$ cat src/rtl/sseg_orbit_animator_pkg.sv
// Shared segment types, glyph constants and the orbit-position-to-frame decoder
// used by the animator top and its scan multiplexer.
package sseg_pkg;

  typedef logic [6:0] seg_t;

  localparam seg_t SEG_BLANK     = 7'h7F;
  localparam seg_t SEG_UPPER_BOX = 7'b0011100;
  localparam seg_t SEG_LOWER_BOX = 7'b0100011;
  localparam int   MAX_DIGITS    = 8;

  // Returns a frame sized for MAX_DIGITS; callers keep the low 7*n bits.
  // Positions 0..n-1 light the upper box from the leftmost digit rightwards,
  // positions n..2n-1 light the lower box from the rightmost digit leftwards.
  function automatic logic [7*MAX_DIGITS-1:0] orbit_frame(input int unsigned pos,
                                                          input int unsigned n);
    logic [7*MAX_DIGITS-1:0] f;
    f = {MAX_DIGITS{SEG_BLANK}};
    if (pos < n) f[7*(n-1-pos) +: 7] = SEG_UPPER_BOX;
    else         f[7*(pos-n) +: 7]   = SEG_LOWER_BOX;
    return f;
  endfunction

endpackage

$ cat src/rtl/sseg_orbit_animator_if.sv
// Control inputs and display outputs of the orbit animator.
// Controls are level inputs sampled on every rising clock edge; no handshake,
// step_now is a single-cycle pulse and wrap is a single-cycle strobe.
interface sseg_orbit_if #(
  parameter int NUM_DIGITS = 4
);
  localparam int POS_W = $clog2(2*NUM_DIGITS);

  logic                    run;
  logic                    dir;
  logic                    step_now;
  logic [POS_W-1:0]        pos;
  logic                    wrap;
  logic [7*NUM_DIGITS-1:0] frame;
  logic [6:0]              seg;
  logic [NUM_DIGITS-1:0]   an;

  modport master (output run, dir, step_now,
                  input  pos, wrap, frame, seg, an);
  modport slave  (input  run, dir, step_now,
                  output pos, wrap, frame, seg, an);
endinterface

$ cat src/rtl/sseg_orbit_animator_scan_mux.sv
// Time-multiplexes a full frame onto one set of segment pins, one digit per
// SCAN_DIV-clock slot; seg and an are registered together so they never skew.
module sseg_scan_mux
  import sseg_pkg::*;
#(
  parameter int NUM_DIGITS = 4,
  parameter int SCAN_DIV   = 100_000
) (
  input  logic                    clk,
  input  logic                    reset,
  input  logic [7*NUM_DIGITS-1:0] i_frame,
  output seg_t                    o_seg,
  output logic [NUM_DIGITS-1:0]   o_an
);
  localparam int CNT_W = $clog2(SCAN_DIV) + 1;
  localparam int IDX_W = $clog2(NUM_DIGITS);

  logic [CNT_W-1:0]      r_cnt;
  logic [IDX_W-1:0]      r_idx;
  seg_t                  r_seg;
  logic [NUM_DIGITS-1:0] r_an;
  logic                  w_slot_end;

  assign w_slot_end = (r_cnt == CNT_W'(SCAN_DIV - 1));

  always_ff @(posedge clk or posedge reset) begin
    if (reset) begin
      r_cnt <= '0;
      r_idx <= '0;
      r_seg <= SEG_BLANK;
      r_an  <= '1;
    end else begin
      r_cnt <= w_slot_end ? '0 : r_cnt + CNT_W'(1);
      if (w_slot_end)
        r_idx <= (r_idx == IDX_W'(NUM_DIGITS - 1)) ? '0 : r_idx + IDX_W'(1);
      r_seg <= i_frame[7*32'(r_idx) +: 7];
      r_an  <= ~(NUM_DIGITS'(1) << r_idx);
    end
  end

  assign o_seg = r_seg;
  assign o_an  = r_an;

endmodule

$ cat src/rtl/sseg_orbit_animator.sv
// Box-orbit animator: step prescaler, orbit position with wrap strobe,
// registered frame decode, and the digit scan multiplexer.
module sseg_orbit_animator
  import sseg_pkg::*;
#(
  parameter int NUM_DIGITS = 4,
  parameter int STEP_DIV   = 50_000_000,
  parameter int SCAN_DIV   = 100_000
) (
  input logic         clk,
  input logic         reset,
  sseg_orbit_if.slave bus
);
  localparam int POS_W = $clog2(2*NUM_DIGITS);
  localparam int PRE_W = $clog2(STEP_DIV);
  localparam logic [POS_W-1:0] POS_LAST = POS_W'(2*NUM_DIGITS - 1);

  logic [PRE_W-1:0]          r_presc;
  logic [POS_W-1:0]          r_pos;
  logic                      r_wrap;
  logic [7*NUM_DIGITS-1:0]   r_frame;
  logic                      w_tick;
  logic                      w_adv;
  logic [POS_W-1:0]          w_pos_next;
  logic                      w_wraps;
  logic [7*MAX_DIGITS-1:0]   w_frame_full;
  logic [7*MAX_DIGITS-1:0]   w_frame_rst;

  assign w_tick = bus.run && (r_presc == PRE_W'(STEP_DIV - 1));
  assign w_adv  = w_tick || bus.step_now;

  // Explicit mod-2N arithmetic; 2N need not be a power of two.
  always_comb begin
    w_pos_next = r_pos;
    w_wraps    = 1'b0;
    if (!bus.dir) begin
      w_wraps    = (r_pos == POS_LAST);
      w_pos_next = w_wraps ? '0 : r_pos + POS_W'(1);
    end else begin
      w_wraps    = (r_pos == '0);
      w_pos_next = w_wraps ? POS_LAST : r_pos - POS_W'(1);
    end
  end

  assign w_frame_full = orbit_frame(32'(r_pos), NUM_DIGITS);
  assign w_frame_rst  = orbit_frame(32'd0, NUM_DIGITS);

  always_ff @(posedge clk or posedge reset) begin
    if (reset) begin
      r_presc <= '0;
      r_pos   <= '0;
      r_wrap  <= 1'b0;
      r_frame <= w_frame_rst[7*NUM_DIGITS-1:0];
    end else begin
      if (w_adv)        r_presc <= '0;
      else if (bus.run) r_presc <= r_presc + PRE_W'(1);
      if (w_adv) r_pos <= w_pos_next;
      r_wrap  <= w_adv && w_wraps;
      r_frame <= w_frame_full[7*NUM_DIGITS-1:0];
    end
  end

  assign bus.pos   = r_pos;
  assign bus.wrap  = r_wrap;
  assign bus.frame = r_frame;

  sseg_scan_mux #(
    .NUM_DIGITS(NUM_DIGITS),
    .SCAN_DIV  (SCAN_DIV)
  ) u_scan (
    .clk    (clk),
    .reset  (reset),
    .i_frame(r_frame),
    .o_seg  (bus.seg),
    .o_an   (bus.an)
  );

endmodule

$ cat src/flat_wrapper.sv
// flat-port wrapper written by rule: the top's interface ports become plain ports
module sseg_orbit_animator_flat import sseg_pkg::*;
#(
  parameter int NUM_DIGITS = 4,
  parameter int STEP_DIV   = 50_000_000,
  parameter int SCAN_DIV   = 100_000
)
  (clk, reset, bus_run, bus_dir, bus_step_now, bus_pos, bus_wrap, bus_frame, bus_seg, bus_an);
  sseg_orbit_if #(.NUM_DIGITS(NUM_DIGITS)) bus_i ();
  input logic clk;
  input logic reset;
  input wire logic [$bits(bus_i.run)-1:0] bus_run;
  input wire logic [$bits(bus_i.dir)-1:0] bus_dir;
  input wire logic [$bits(bus_i.step_now)-1:0] bus_step_now;
  output wire logic [$bits(bus_i.pos)-1:0] bus_pos;
  output wire logic [$bits(bus_i.wrap)-1:0] bus_wrap;
  output wire logic [$bits(bus_i.frame)-1:0] bus_frame;
  output wire logic [$bits(bus_i.seg)-1:0] bus_seg;
  output wire logic [$bits(bus_i.an)-1:0] bus_an;
  assign bus_i.run = bus_run;
  assign bus_i.dir = bus_dir;
  assign bus_i.step_now = bus_step_now;
  assign bus_pos = bus_i.pos;
  assign bus_wrap = bus_i.wrap;
  assign bus_frame = bus_i.frame;
  assign bus_seg = bus_i.seg;
  assign bus_an = bus_i.an;
  sseg_orbit_animator #(.NUM_DIGITS(NUM_DIGITS), .STEP_DIV(STEP_DIV), .SCAN_DIV(SCAN_DIV)) u_core (.clk(clk), .reset(reset), .bus(bus_i));
endmodule
$ cat config.mk
export PLATFORM = sky130hd
export DESIGN_NAME = sseg_orbit_animator_flat
export DESIGN_NICKNAME = d
export VERILOG_FILES = /design/src/rtl/sseg_orbit_animator_pkg.sv /design/src/rtl/sseg_orbit_animator_if.sv /design/src/rtl/sseg_orbit_animator_scan_mux.sv /design/src/rtl/sseg_orbit_animator.sv /design/src/flat_wrapper.sv
export SDC_FILE = /design/constraint.sdc
export NUM_CORES = 1
export LEC_CHECK = 0
export CELL_PAD_IN_SITES_DETAIL_PLACEMENT = 1
export CELL_PAD_IN_SITES_GLOBAL_PLACEMENT = 2
export CORE_MARGIN = 2
export CORE_UTILIZATION = 41
export DETAILED_ROUTE_END_ITERATION = 10
export PLACE_DENSITY = 0.86
export SYNTH_ARGS = -nofsm -noshare
export SYNTH_HDL_FRONTEND = slang
export SYNTH_HIERARCHICAL = 1
export SYNTH_SLANG_ARGS = --single-unit
$ cat constraint.sdc
create_clock -name clk -period 11.9 [get_ports clk]
set_clock_uncertainty 0.2 [all_clocks]
set_input_delay 2.38 -clock clk [delete_from_list [all_inputs] [get_ports clk]]
set_output_delay 2.38 -clock clk [all_outputs]
set_load 0.02 [all_outputs]
==> results of run 1 <==
## worst paths after layout
kind	startpoint	to	slack, ns
max	u_core/bus.pos[2]	u_core/bus.frame[4]	4.98
min	u_core/u_scan/r_cnt[17]	u_core/u_scan/r_cnt[17]	0.29
min in group asynchronous	reset	u_core/u_scan/r_cnt[11]	2.21
max in group asynchronous	reset	u_core/bus.frame[26]	8.57
min reg2reg	u_core/u_scan/r_cnt[17]	u_core/u_scan/r_cnt[17]	0.29
max reg2reg	u_core/bus.pos[2]	u_core/bus.frame[4]	4.98
## state kept, by name, indices dropped and copies added (netlist names)
register	flops
u_core/bus.pos	3
u_core/u_scan/o_seg	7
u_core/u_scan/r_idx	2
u_core/u_scan/o_an	4
u_core/bus.wrap	1
u_core/r_presc	26
u_core/bus.frame	28
u_core/u_scan/r_cnt	18
## per-stage QoR
stage / setup WS (ns) / cells / hold WS, ns
global route: 4.52 / 1000 / 0.304
finish: 4.98 / 1000 / 0.289
global placement: 5.38 / 984 / 0.270
floorplan: 5.76 / 747 / 0.246
detailed placement: 5.04 / 984 / 0.281
CTS: 5.00 / 1000 / 0.295
## worst reg2reg max path: stages, from the launching register on
cell	delay, ns
dfrtp_1	0.36
buf_4	0.25
inv_1	0.58
ha_1	0.39
inv_1	0.10
ha_1	0.15
inv_1	0.06
fa_1	0.51
inv_1	0.05
ha_1	0.21
ha_1	0.37
or4b_4	0.56
o21ba_4	0.28
nand3_1	0.12
ha_1	0.34
nor4_1	0.34
and4_1	0.24
o41a_1	0.15
o2111ai_2	0.22
nor3_4	0.44
nor2_1	0.19
or4_1	0.52
a32o_1	0.23
## cell type report
cell class / instances / area (sq um) / area share (%)
Timing Repair Buffer: 57 / 546 / 7.09
Multi-Input combinational cell: 592 / 4190 / 54.4
Sequential cell: 89 / 2270 / 29.5
Inverter: 30 / 113 / 1.46
Clock buffer: 9 / 225 / 2.93
Tap cell: 216 / 270 / 3.51
Clock inverter: 7 / 86.3 / 1.12
## cell families after synthesis
| logic type | synth area share [%] |
|---|---|
| xor+xnor | 6.95 |
| simple gates | 24.8 |
| buf+inv | 4.12 |
| flops | 33.7 |
| fa+ha+maj | 10.1 |
| mux | 3.20 |
| compound gates | 17.1 |
## layout by cell type (no fill, tap or decap), types with 10 or more instances in the layout
| cell | netlist | layout |
|---|---|---|
| nor2_1 | 76 | 76 |
| nand2_1 | 61 | 61 |
| dfrtp_1 | 54 | 54 |
| ha_1 | 48 | 48 |
| clkdlybuf4s50_1 | 0 | 47 |
| nand3_1 | 37 | 37 |
| o21ai_0 | 35 | 35 |
| dfstp_2 | 35 | 35 |
| a21oi_1 | 34 | 34 |
| inv_1 | 30 | 29 |
| xor2_1 | 29 | 29 |
| nand4_1 | 23 | 23 |
| xnor2_1 | 20 | 20 |
| nor3_1 | 18 | 18 |
| or3_1 | 13 | 13 |
| and3_1 | 12 | 12 |
| buf_4 | 0 | 10 |
| a31oi_1 | 10 | 10 |
## per-layer routing
| metal | wire length (microns) | GRT usage (%) | vias up |
|---|---|---|---|
| met5 | 0 | 0 | - |
| met4 | 407 | 6.70 | 0 |
| met3 | 946 | 3.11 | 29 |
| met2 | 10100 | 40.7 | 186 |
| met1 | 9700 | 33.6 | 3138 |
| li1 | - | - | 2816 |
==> metrics.txt, run 1 <==
status=finished, final reports clean; H-tree depth=3; worst path cell trace=buf_4 -> inv_1 -> ha_1 -> inv_1 -> ha_1 -> inv_1 -> fa_1 -> inv_1 -> ha_1 -> ha_1 -> or4b_4 -> o21ba_4 -> nand3_1 -> ha_1 -> nor4_1 -> and4_1 -> o41a_1 -> o2111ai_2 -> nor3_4 -> nor2_1 -> or4_1 -> a32o_1; Layout Nets=836; kind of cell adding the most delay to the critical path=simple AND/OR/NAND/NOR gates; Syn Nets=804; Slew @ Worst Pin=1.06 ns; largest net degree at the start of global routing=59; clk root buf=clkbuf_16; drt drc=0; Setup crit end kind=flip-flop; Remaining Overflow, GRT=0; Crit Path Max Fanout=37; CTS tree=built; Yosys top cell area share=20.1%; Crit path largest cell delay=0.57 ns; Yosys reg bits=89; clock latency at the later pin of the worst-skew pair=0.35 ns; post-DR vias/cell=6.17; Post-Route WL=21.1 mm; period utilization=58.2%; DR pass1 iterations=5; number of buffers created by CTS=9; die span in y=132 microns; startpoint type of the worst setup path=flip-flop; die width=132 microns; WP data required=11.98 ns; cell count after synthesis=747; Max Fclk=0.144 GHz; num ports=48; average cell area after synthesis=9.01 sq um; Synth cell types=90; count of flip-flops with a built-in enable after synthesis=0; max_slew headroom=29.2%; Via Count=6,169; Core Util, Final=48.3%; Synth Cell Area=0.00673 sq mm; Final Hold Fails=0; DP HPWL=16.0 mm; number of global-route vias before repair=6,356; Hold Buf Count CTS=0; Worst-path clk slew=0.08 ns; Ys Warns=6; first-pass GRT wire length=34.5 mm; DRT antenna net count=0; PortBufs=47; Synth async-reset ratio=100%; CTS Buffer Depth=2; Sink Count=89; crit-path most repeated cell=ha_1; slowest CP cell=inv_1; setup tns final=0 ns; Max-cap violations=0; Area growth syn-to-layout=14.3%; Die ar.=0.0175 sq mm; Main synth FF type=dfrtp_1; core area=0.0159 sq mm; post-layout min period=6.92 ns; CP Class=reg2reg; post-synthesis sequential area ratio=33.7%; initial antenna violation count=0; worst hold path type=reg2reg; area leader, netlist=dfrtp_1; Pins Over Slew Limit=0; CTS resizes=0; Core Rows=46; hold depth=1; # diodes=0; list of most frequent post-synthesis cells=76 x nor2_1, 61 x nand2_1, 54 x dfrtp_1; Crit path depth=22; finished layout cell area=0.00770 sq mm; Avg WL per Cell=21.1 microns; fraction of layout cells with a size suffix above 1=12.5%; RD Place Congestion=0.964; setup bufs post-CTS=0; Crit path buffers/inverters=5; Initial Utilization=42.2%; GRT Util Overall=24.5%; DR iter-0 viols=422; final setup violation count=0; Synth area leaders=dfrtp_1 20%, dfstp_2 14%, ha_1 8.9%, nor2_1 4.2%, xor2_1 3.8%; FILL cells=1,872; RSZ-0062 raised after global routing=no; Post-DP Area=0.00738 sq mm; critical path arrival=7.00 ns; count leader, synth=nor2_1; reg2reg path depth=22
Power of run 1 is not shown: default switching activity piles up to over one toggle a cycle in this logic, so the estimate is an artifact.
==> run 2, diff against run 1 <==
--- a/config.mk
+++ b/config.mk
@@ -8,9 +8,9 @@
 export CELL_PAD_IN_SITES_DETAIL_PLACEMENT = 1
 export CELL_PAD_IN_SITES_GLOBAL_PLACEMENT = 2
 export CORE_MARGIN = 2
-export CORE_UTILIZATION = 41
+export CORE_UTILIZATION = 38
 export DETAILED_ROUTE_END_ITERATION = 10
-export PLACE_DENSITY = 0.86
+export PLACE_DENSITY = 0.81
 export SYNTH_ARGS = -nofsm -noshare
 export SYNTH_HDL_FRONTEND = slang
 export SYNTH_HIERARCHICAL = 1
==> constraint.sdc (replaced) <==
create_clock -name clk -period 6.67 [get_ports clk]
set_clock_uncertainty 0.2 [all_clocks]
set_input_delay 1.334 -clock clk [delete_from_list [all_inputs] [get_ports clk]]
set_output_delay 1.334 -clock clk [all_outputs]
set_load 0.02 [all_outputs]
==> metrics.txt, run 2 (synthesis results as in run 1) <==
startpoint type of the worst setup path=flip-flop; die width=137 microns; Avg WL per Cell=20.7 microns; post-DR vias/cell=5.99; DR iter-0 viols=331; commonest non-fill, non-tap cell in the layout=nor2_1; finished layout cell area=0.00773 sq mm; num ports=48; Initial Utilization=38.9%; kind of cell adding the most delay to the critical path=simple AND/OR/NAND/NOR gates; number of global-route vias before repair=6,127; P_leak=3.04 nW; Max Fclk=0.160 GHz; crit-path most repeated cell=ha_1; Sink Count=89; # diodes=0; internal power=1.99 mW; Setup crit end kind=flip-flop; Die ar.=0.0188 sq mm; DR pass1 iterations=5; clk root buf=clkbuf_16; setup tns final=0 ns; Worst VDD drop=0.000361 V; clock share of power=11.6%; status=finished, final reports clean; Core Rows=48; max reg flops=28; first-pass GRT wire length=33.7 mm; drt drc=0; Pins Over Slew Limit=0; core area=0.0173 sq mm; Area growth syn-to-layout=14.8%; critical path arrival=6.32 ns; Max-cap violations=0; worst path cell trace=inv_1 -> ha_1 -> inv_1 -> ha_1 -> inv_1 -> fa_1 -> inv_1 -> ha_1 -> ha_1 -> or4b_4 -> o21ba_4 -> nand3_1 -> ha_1 -> nor4_1 -> and4_1 -> o41a_1 -> o2111ai_2 -> nor3_4 -> nor2_1 -> or4_1 -> a32o_1; part of the power in registers=16.1%; post-layout min period=6.23 ns; Final Hold Fails=0; logic gate share of total power=72.3%; CTS Buffer Depth=2; DRT antenna net count=0; H-tree depth=3; PD cells=576 mW/mm^2; Post-DP Area=0.00740 sq mm; fraction of layout cells with a size suffix above 1=13.1%; RSZ-0062 raised after global routing=no; clock latency at the later pin of the worst-skew pair=0.36 ns; final setup violation count=0; initial antenna violation count=0; Core Util, Final=44.7%; Crit path buffers/inverters=4; die span in y=137 microns; CTS tree=built; CP Class=reg2reg; Layout Nets=841; GRT Util Overall=23.2%; largest net degree at the start of global routing=59; period utilization=93.4%; Worst-path clk slew=0.08 ns; Crit path largest cell delay=0.56 ns; Post-Route WL=21.0 mm; max_slew headroom=37.6%; RD Place Congestion=0.910; worst hold path type=reg2reg; Remaining Overflow, GRT=0; slowest CP cell=dfrtp_1; Via Count=6,074; P_sw=2.47 mW; Sw Share=55.4%; WP data required=6.76 ns; number of buffers created by CTS=9; DP HPWL=15.9 mm; Crit Path Max Fanout=9; PortBufs=47; Slew @ Worst Pin=0.933 ns; commonest cells after routing, fill and taps aside=76 x nor2_1, 61 x nand2_1, 54 x dfrtp_1
## run 2: path summary, 6_finish.rpt
check | startpoint | endpoint | slack, ns | cells past startpoint
max | u_core/bus.pos[1] | u_core/bus.frame[4] | 0.44 | 21
min | u_core/u_scan/r_cnt[17] | u_core/u_scan/r_cnt[17] | 0.29 | 1
min reg2reg | u_core/u_scan/r_cnt[17] | u_core/u_scan/r_cnt[17] | 0.29 | 1
min in group asynchronous | reset | u_core/u_scan/r_cnt[13] | 1.21 | 3
max reg2reg | u_core/bus.pos[1] | u_core/bus.frame[4] | 0.44 | 21
max in group asynchronous | reset | u_core/bus.pos[2] | 4.39 | 3
## run 2: metal layers
layer,GRT usage (%),vias to the layer above,wire length (microns)
met5,0,-,0
met4,7.50,0,447
met3,2.93,29,915
met2,37.4,162,9990
met1,32.4,3043,9670
li1,-,2840,-
## run 2: worst register-to-register path: stages, from the launching register on
cell	delay, ns
dfrtp_1	0.56
inv_1	0.21
ha_1	0.37
inv_1	0.09
ha_1	0.14
inv_1	0.05
fa_1	0.49
inv_1	0.04
ha_1	0.20
ha_1	0.36
or4b_4	0.55
o21ba_4	0.27
nand3_1	0.10
ha_1	0.34
nor4_1	0.27
and4_1	0.23
o41a_1	0.16
o2111ai_2	0.24
nor3_4	0.33
nor2_1	0.18
or4_1	0.53
a32o_1	0.23
## run 2: metrics by stage
stage / power, mW / setup WS (ns) / std cells / hold WS [ns]
3_5_place_dp: 3.89 / 0.387 / 994 / 0.280
3_3_place_gp: 3.84 / 0.611 / 994 / 0.270
6_report: 4.45 / 0.437 / 1014 / 0.291
5_1_grt: 4.78 / 0.0330 / 1014 / 0.301
4_1_cts: 4.42 / 0.342 / 1010 / 0.294
2_1_floorplan: 2.89 / 0.533 / 747 / 0.246
## run 2: layout make-up
cell class	count	area, sq um
fillers	1990	9570
inverters	30	113
multi-input cells	592	4190
clock inverters	7	72.6
clock buffers	9	225
well taps	225	282
repair buffers	62	583
flip-flops and latches	89	2270
## run 2: power by group through the flow
stage | clock (mW) | sequential (mW) | combinational [mW]
6_report | 0.516 | 0.716 | 3.22
5_1_grt | 0.552 | 0.724 | 3.50
4_1_cts | 0.530 | 0.717 | 3.18
3_5_place_dp | 0 | 0.726 | 3.16
3_3_place_gp | 0 | 0.720 | 3.12
2_1_floorplan | 0 | 0.812 | 2.07
## run 2: what timing repair did
item / in CTS / in global routing
buffers inserted: 0 / 4
hold buffers: 0 / 0
resized for setup: 0 / 0
endpoints found under the setup margin: 0 / 1
hold endpoints to repair: 0 / 0
Note: power is estimated with default switching activity, not from simulation.
==> run 3, diff against run 2 <==
--- a/config.mk
+++ b/config.mk
@@ -5,12 +5,13 @@
 export SDC_FILE = /design/constraint.sdc
 export NUM_CORES = 1
 export LEC_CHECK = 0
+export ABC_AREA = 1
 export CELL_PAD_IN_SITES_DETAIL_PLACEMENT = 1
 export CELL_PAD_IN_SITES_GLOBAL_PLACEMENT = 2
 export CORE_MARGIN = 2
-export CORE_UTILIZATION = 38
+export CORE_UTILIZATION = 34
 export DETAILED_ROUTE_END_ITERATION = 10
-export PLACE_DENSITY = 0.81
+export PLACE_DENSITY = 0.8
 export SYNTH_ARGS = -nofsm -noshare
 export SYNTH_HDL_FRONTEND = slang
 export SYNTH_HIERARCHICAL = 1
==> metrics.txt, run 3 <==
Ys Warns=6; Remaining Overflow, GRT=0; Hold Buf Count CTS=0; Synth async-reset ratio=100%; slowest CP cell=dfrtp_1; Synth Cell Area=0.00728 sq mm; Pins Over Slew Limit=0; critical path arrival=5.88 ns; post-synthesis sequential area ratio=31.2%; H-tree depth=3; RD Place Congestion=0.888; number of global-route vias before repair=7,126; max_slew headroom=48.7%; PortBufs=47; Hold Path Sink=u_core/u_scan/r_cnt[0]; Core Util, Final=39.7%; Synth area leaders=dfrtp_1 19%, dfstp_2 13%, nand2_1 12%, ha_1 8.2%, inv_1 8.2%; drt drc=0; # diodes=0; hold depth=1; RSZ-0062 raised after global routing=no; minimum setup slack among reg-to-reg paths=0.87 ns; Worst VDD drop=0.000249 V; Main synth FF type=dfrtp_1; first-pass GRT wire length=38.2 mm; setup bufs post-CTS=0; FILL cells=2,699; Setup crit end kind=flip-flop; Yosys reg bits=89; Avg WL per Cell=16.8 microns; Max-cap violations=0; max reg flops=28; P_leak=3.67 nW; core area=0.0210 sq mm; Die ar.=0.0226 sq mm; CTS tree=built; CTS resizes=0; Slew @ Worst Pin=0.770 ns; Max Fclk=0.172 GHz; R2R Path End=u_core/bus.frame[18]; Syn Nets=1,131; Yosys top cell area share=18.6%; Worst Min Path Start=u_core/u_scan/r_cnt[0]; Area growth syn-to-layout=14.8%; final setup violation count=0; grt met3 use=3.12%; DRT antenna net count=0; routing usage on met2=32.5%; clk root buf=clkbuf_16; worst hold path type=reg2reg; commonest cells after routing, fill and taps aside=224 x nand2_1, 158 x inv_1, 154 x nor2_1; Via Count=7,212; area leader, netlist=dfrtp_1; Core Rows=53; die width=150 microns; Sequential Area=0.00227 sq mm; Crit Path Max Fanout=9; number of buffers created by CTS=9; reg2reg path depth=37; post-DR vias/cell=5.16; setup tns final=0 ns; list of most frequent post-synthesis cells=224 x nand2_1, 159 x inv_1, 154 x nor2_1; Post-Route WL=23.4 mm; GRT Util Overall=21.3%; WP data required=6.75 ns; clock latency at the later pin of the worst-skew pair=0.35 ns; DP HPWL=18.1 mm; Final Hold Fails=0; Layout Nets=1,175; Sink Count=89; crit-path most repeated cell=nand2_1; Multi-input gate area=0.00426 sq mm; status=finished, final reports clean; CP Class=reg2reg; post-layout min period=5.80 ns; Crit path largest cell delay=0.54 ns; fraction of layout cells with a size suffix above 1=10.2%; period utilization=86.9%; PD cells=489 mW/mm^2; average cell area after synthesis=6.78 sq um; DR pass1 iterations=5; Worst-path clk slew=0.07 ns; die span in y=150 microns; initial antenna violation count=0; cell count after synthesis=1,074; startpoint type of the worst setup path=flip-flop; CTS Buffer Depth=2; GR peak layer=met2; count leader, synth=nand2_1; reg-to-reg critical path startpoint=u_core/bus.pos[1]; DR iter-0 viols=318; Initial Utilization=34.6%; num ports=48; count of flip-flops with a built-in enable after synthesis=0; commonest non-fill, non-tap cell in the layout=nand2_1; largest net degree at the start of global routing=59; routing usage on met1=31.8%; Synth cell types=48
## run 3: final cells by class
class	instances	area share [%]
repair buffers	55	6.35
multi-input cells	791	51.0
clock inverters	5	0.749
flip-flops and latches	89	27.2
inverters	172	7.73
clock buffers	11	2.91
well taps	275	4.12
## run 3: power breakdown
group	internal [mW]	leakage, nW	switching, mW	total (mW)
clock	0.304	0.143	0.234	0.538
combinational	0.826	2.44	2.03	2.85
sequential	0.637	1.08	0.0584	0.695
total	1.77	3.67	2.32	4.09
## run 3: kinds of logic after synthesis
kind of cell	after synthesis	synth area share, %
xor+xnor	18	2.17
flops	89	31.2
fa+ha+maj	52	9.35
compound gates	153	12.0
buf+inv	194	10.3
simple gates	568	34.9
## run 3: layer usage
layer  routed length, microns  share of wire, %
met4                      296               1.3
met2                    10000                43
met3                     1090               4.7
met5                        0                 0
met1                    12000                51
## run 3: per-stage QoR
stage	total power [mW]	hold slack, ns	std cells	worst slack (ns)	cell area, sq um
after floorplan	2.68	0.275	1074	1.39	7280
after global placement	3.53	0.316	1382	0.969	8050
after detailed placement	3.52	0.327	1382	0.849	8050
after CTS	4.08	0.337	1398	0.804	8360
after global routing	4.48	0.362	1398	0.165	8360
final	4.09	0.330	1398	0.872	8360
## run 3: worst max-delay path by stage
stage | start | endpoint | slack, ns | cells after the start
2_1_floorplan | u_core/bus.pos[2] | u_core/bus.frame[18] | 1.39 | 36
3_3_place_gp | u_core/bus.pos[1] | u_core/bus.frame[13] | 0.97 | 35
3_5_place_dp | u_core/bus.pos[1] | u_core/bus.frame[13] | 0.85 | 35
4_1_cts | u_core/bus.pos[1] | u_core/bus.frame[13] | 0.80 | 35
5_1_grt | u_core/bus.pos[1] | u_core/bus.frame[13] | 0.17 | 35
6_report | u_core/bus.pos[1] | u_core/bus.frame[18] | 0.87 | 37
## run 3: critical path: cells and delay by family (launching register included)
family                     cells  cell delay (ns)
adders and majority gates      6             1.81
DFF                            1             0.54
and+or+nand+nor               22             2.35
buffers and inverters          8             0.70
AOI/OAI and AO/OA              1             0.10
